===== config.mk =====
export PLATFORM = sky130hd
export DESIGN_NAME = rf_writeback_arbiter
export DESIGN_NICKNAME = d
export VERILOG_FILES = /design/src/rtl/rf_writeback_arbiter_pkg.sv /design/src/rtl/rf_writeback_arbiter_rr_arbiter_2.sv /design/src/rtl/rf_writeback_arbiter.sv
export SDC_FILE = /design/constraint.sdc
export NUM_CORES = 1
export LEC_CHECK = 0
export CAP_MARGIN = 20
export CORE_ASPECT_RATIO = 0.8
export CORE_MARGIN = 2
export CORE_UTILIZATION = 33
export DETAILED_ROUTE_END_ITERATION = 16
export PLACE_DENSITY = 0.8
export SLEW_MARGIN = 20
export SYNTH_ARGS = -nofsm -noshare
export SYNTH_HDL_FRONTEND = slang
export SYNTH_SLANG_ARGS = --single-unit

===== constraint.sdc =====
create_clock -name clk -period 2.16 [get_ports clk]
set_clock_uncertainty 0.05 [all_clocks]
set_input_delay 0.324 -clock clk [delete_from_list [all_inputs] [get_ports clk]]
set_output_delay 0.324 -clock clk [all_outputs]
set_load 0.05 [all_outputs]

===== src/rtl/rf_writeback_arbiter_pkg.sv =====
// Shared definitions for the register-file writeback arbiter.
// Holds the default widths, the hardwired-zero register id and the requester encodings.
package rf_writeback_arbiter_pkg;

  localparam int DATA_W_DEF   = 16;
  localparam int REG_ID_W_DEF = 4;
  localparam int ZERO_REG     = 0;

  typedef enum logic {
    REQ_A = 1'b0,
    REQ_B = 1'b1
  } req_e;

endpackage


===== src/rtl/rf_writeback_arbiter_rr_arbiter_2.sv =====
// Two-input round-robin arbiter with a last-grant pointer.
// i_force_a overrides the pointer so the older requester (A) goes first.
// While rst is high no grant is issued and the pointer returns to "last=B".
module rr_arbiter_2
  import rf_writeback_arbiter_pkg::*;
(
  input  logic clk,
  input  logic rst,
  input  logic i_req_a,
  input  logic i_req_b,
  input  logic i_force_a,
  output logic o_gnt_a,
  output logic o_gnt_b
);

  req_e r_last;

  // Grant selection: a lone request always wins; contention alternates unless A is forced.
  always_comb begin
    o_gnt_a = 1'b0;
    o_gnt_b = 1'b0;
    if (!rst) begin
      if (i_req_a && i_req_b) begin
        if (i_force_a || (r_last == REQ_B)) begin
          o_gnt_a = 1'b1;
        end else begin
          o_gnt_b = 1'b1;
        end
      end else if (i_req_a) begin
        o_gnt_a = 1'b1;
      end else if (i_req_b) begin
        o_gnt_b = 1'b1;
      end
    end
  end

  // Pointer moves only when a grant actually happens.
  always_ff @(posedge clk) begin
    if (rst) begin
      r_last <= REQ_B;
    end else if (o_gnt_a) begin
      r_last <= REQ_A;
    end else if (o_gnt_b) begin
      r_last <= REQ_B;
    end
  end

endmodule


===== src/rtl/rf_writeback_arbiter.sv =====
// Shares the register file's single write port between ALU (A) and load (B) writeback.
// Winning request is registered into an output stage that drives DstReg/DstData/WriteReg.
// Optional macro RF_WB_ARB_CONFLICT_CNT_EN adds a saturating contention counter (conflict_cnt).
module rf_writeback_arbiter
  import rf_writeback_arbiter_pkg::*;
#(
  parameter int DATA_W   = DATA_W_DEF,
  parameter int REG_ID_W = REG_ID_W_DEF
) (
  input  logic                clk,
  input  logic                rst,
  input  logic                a_valid,
  input  logic [REG_ID_W-1:0] a_reg,
  input  logic [DATA_W-1:0]   a_data,
  output logic                a_ready,
  input  logic                b_valid,
  input  logic [REG_ID_W-1:0] b_reg,
  input  logic [DATA_W-1:0]   b_data,
  output logic                b_ready,
  output logic                WriteReg,
  output logic [REG_ID_W-1:0] DstReg,
  output logic [DATA_W-1:0]   DstData,
  output logic                busy
`ifdef RF_WB_ARB_CONFLICT_CNT_EN
  ,
  output logic [15:0]         conflict_cnt
`endif
);

  logic                w_gnt_a;
  logic                w_gnt_b;
  logic                w_gnt_any;
  logic                w_same_reg;
  logic [REG_ID_W-1:0] w_sel_reg;
  logic [DATA_W-1:0]   w_sel_data;

  logic                r_busy;
  logic                r_write;
  logic [REG_ID_W-1:0] r_dst_reg;
  logic [DATA_W-1:0]   r_dst_data;

  // Same destination: A is older, so it must be written first and B's value lands last.
  assign w_same_reg = (a_reg == b_reg);

  rr_arbiter_2 u_rr (
    .clk       (clk),
    .rst       (rst),
    .i_req_a   (a_valid),
    .i_req_b   (b_valid),
    .i_force_a (w_same_reg),
    .o_gnt_a   (w_gnt_a),
    .o_gnt_b   (w_gnt_b)
  );

  assign a_ready    = w_gnt_a;
  assign b_ready    = w_gnt_b;
  assign w_gnt_any  = w_gnt_a | w_gnt_b;
  assign w_sel_reg  = w_gnt_a ? a_reg  : b_reg;
  assign w_sel_data = w_gnt_a ? a_data : b_data;

  // Output stage: load the granted write; writes to the zero register occupy the stage without enabling the write.
  always_ff @(posedge clk) begin
    if (rst) begin
      r_busy     <= 1'b0;
      r_write    <= 1'b0;
      r_dst_reg  <= '0;
      r_dst_data <= '0;
    end else begin
      r_busy  <= w_gnt_any;
      r_write <= w_gnt_any && (w_sel_reg != REG_ID_W'(ZERO_REG));
      if (w_gnt_any) begin
        r_dst_reg  <= w_sel_reg;
        r_dst_data <= w_sel_data;
      end
    end
  end

  assign WriteReg = r_write;
  assign DstReg   = r_dst_reg;
  assign DstData  = r_dst_data;
  assign busy     = r_busy;

`ifdef RF_WB_ARB_CONFLICT_CNT_EN
  logic [15:0] r_conflict_cnt;

  // Count cycles where both requesters contend, saturating at all-ones.
  always_ff @(posedge clk) begin
    if (rst) begin
      r_conflict_cnt <= '0;
    end else if (a_valid && b_valid && (r_conflict_cnt != 16'hFFFF)) begin
      r_conflict_cnt <= r_conflict_cnt + 16'd1;
    end
  end

  assign conflict_cnt = r_conflict_cnt;
`endif

endmodule


==> flow_metrics.env <==
export IMPL_r2r_setup_slack_ns=0.52
export IMPL_viasPerCell=5.31
export IMPL_crit_chain="clkdlybuf4s50_1 > xor2_2 > nor4_1 > o21a_1 > nor3b_2 > buf_12"
export IMPL_grt_max_degree=21
export IMPL_crit_arrival_ns=1.77
export IMPL_synthTopCellsByArea="dfxtp_1, a311oi_1, o21ai_1"
export IMPL_power_leakage_nw=0.804
export IMPL_required_ns=1.79
export IMPL_hold_buffers=0
export IMPL_top_layer="met4"
export IMPL_chipWidth_um=70.2
export IMPL_start_util=0.341
export IMPL_max_cap_violations=0
export IMPL_overflow=0
export IMPL_hold_ws_ns=0.379
export IMPL_ys_seq_area_frac=0.397
export IMPL_setup_viol=0
export IMPL_synth_top_family_by_area="compound AO/OA/AOI/OAI gates"
export IMPL_wl_met2_um=1670
export IMPL_portBuffers=67
export IMPL_synth_top_area_share=0.397
export IMPL_cts_made_buffers=3
export IMPL_critPathMaxStageDelay_ns=0.52
export IMPL_final_util=0.616
export IMPL_num_vias=1380
export IMPL_routedWlPerCell_um=14.1
export IMPL_tightest_slew_ns=0.537
export IMPL_grt_pass1_wl_um=5840
export IMPL_synthFlopType="dfxtp_1"
export IMPL_dieArea_um2=4000
export IMPL_ys_seq_elements=23
export IMPL_yosys_warnings=0
export IMPL_wirelength_um=3660
export IMPL_hold_depth=3
export IMPL_core_area_um2=3400
export IMPL_antenna_found_initial=0
export IMPL_cp_num_buf_inv=2
export IMPL_cp_depth=6
export IMPL_grtUsageTotal=0.180
export IMPL_rsz0062_at_grt="true"
export IMPL_syn_to_final_growth_pct=80.7
export IMPL_run_status="finished, final reports clean"
export IMPL_maxSlewHeadroom=0.641
export IMPL_cts_sinks=23
export IMPL_cp_start_kind="input pin"
export IMPL_syn_num_nets=183
export IMPL_totalPowerFinal_mw=1.20
export IMPL_drtAntennaViolNets=0
export IMPL_hold_viol_final=0
export IMPL_boundaryPins=68
export IMPL_fin_crit_sh=0.993
export IMPL_synth_cells=139
export IMPL_min_to="DstReg[0]"
export IMPL_nets=263
export IMPL_async_flop_share=0
export IMPL_cp_top_family="buffers and inverters"
export IMPL_hpwl_um=2710
export IMPL_drive_above_1_share=0.165
export IMPL_critPathKind="in -> out"
export IMPL_place_ws_ns=-0.170
export IMPL_synth_top_area_cell="dfxtp_1"
export IMPL_vdd_drop_max_uv=352
export IMPL_final_area_um2=2090
export IMPL_root_buffer="clkbuf_8"
export IMPL_drtIter0Drc=54
export IMPL_diodes=0
export IMPL_synthMuxAreaShare=0
export IMPL_cp_max_fo=3
export IMPL_hold_class="in -> reg"
export IMPL_routed_wl_met3_um=339
export IMPL_slew_violations=0
export IMPL_clock_fmax_ghz=0.466
export IMPL_grt_pass1_vias=1279
export IMPL_die_height_um=57
export IMPL_insertion_delay_ns=0.26
export IMPL_drc_errors=0
export IMPL_rows=19
export IMPL_regToRegStartpoint="u_rr.r_last"
export IMPL_ys_types=26
export IMPL_dpl_cell_count=252
export IMPL_synth_adder_area_share=0
export IMPL_gp_congestion=0.819
export IMPL_worst_setup_path_end_kind="primary output"
export IMPL_pwr_density_cell_nw_per_um2=574
export IMPL_period_minus_slack_ns=2.15
export IMPL_stdcell_count=260
export IMPL_netlist_area_um2=1160
export IMPL_synth_simple_area_share=0.189
export IMPL_clockBufferDepth=2
export IMPL_rr_endpoint="DstData[2]"
export IMPL_synth_compound_area_frac=0.312
export IMPL_crit_path_top_delay_cell="clkdlybuf4s50_1"
export IMPL_dr_pass1_iters=4
export IMPL_fin_setup_tns_ns=0
export IMPL_setup_slack_ns=0.0146
export IMPL_avgSynthCellArea_um2=8.34
export IMPL_clk_pin_slew_ns=0.09
export IMPL_placed_area_um2=1970
export IMPL_tritoncts="yes"
export IMPL_cts_htree_levels=1
export IMPL_synth_xor_area_frac=0.0302
export IMPL_drt_met1_wl_um=1640
export IMPL_synth_common_cells="dfxtp_1, nor2_1, o21ai_1"
export IMPL_hold_start="b_reg[0]"
export IMPL_synth_edf_count=0
export IMPL_ff2ff_path_depth=5
[cell usage in the layout, fill, tap and decap left out, drive strengths merged]
cell type / n
a211oi: 5
o21bai: 1
inv: 1
nor4: 2
or4: 1
a31oi: 4
clkinv: 1
a21oi: 1
o41ai: 1
clkdlybuf4s50: 60
nor3b: 1
nand2b: 1
clkbuf: 3
o21ai: 20
nand3: 16
o21a: 1
dlymetal6s2s: 5
or2: 1
nor2: 23
buf: 24
nor2b: 2
o41a: 1
xor2: 4
a311oi: 16
dfxtp: 23
[layer usage]
| metal | track usage | vias to the layer above |
|---|---|---|
| met5 | 0 | - |
| met4 | 0.0330 | 0 |
| met3 | 0.0548 | 2 |
| met2 | 0.298 | 75 |
| met1 | 0.238 | 624 |
| li1 | - | 679 |
[worst min-delay path, stage by stage]
cell	delay, ns
dlymetal6s2s_1	0.17
o21ai_1	0.10
a211oi_1	0.07
[area by class of cell]
type | instances | area, µm²
clock buffer | 3 | 41.3
inverter | 1 | 3.75
sequential | 23 | 460
tap | 42 | 52.6
multi-input combinational | 101 | 658
timing repair buffer | 89 | 872
fill | 302 | 1310
clock inverter | 1 | 5.00
[timing repair]
item,4_1_cts,5_1_grt
resized for setup,3,8
setup buffers,2,2
cloned,0,0
endpoints found under the hold margin,0,0
pin swaps,2,4
endpoints found under the setup margin,2,2
[state kept, by name, summed over array words and instances, names as in the netlist]
name	flops
u_rr.r_last	1
DstData	16
busy	1
DstReg	4
WriteReg	1
[where the power goes]
group,internal [mW],switching (mW),leakage [nW]
Combinational,0.207,0.251,0.588
Clock,0.129,0.142,0.0255
Sequential,0.458,0.0166,0.191
[cells by family after synthesis]
group,after synthesis
buffers and inverters,15
AND/OR/NAND/NOR,47
XOR/XNOR,4
AO/OA/AOI/OAI,50
flip-flops,23
[worst max path at each step]
stage | startpoint | end | slack, ns
after floorplan | a_reg[1] | a_ready | 0.21
after global placement | b_reg[1] | b_ready | -0.10
after detailed placement | b_reg[0] | b_ready | -0.17
after CTS | b_reg[3] | b_ready | -0.005
final | a_reg[0] | b_ready | 0.01
after global routing | a_reg[0] | b_ready | -0.05
(Power assumes the default switching activity.)
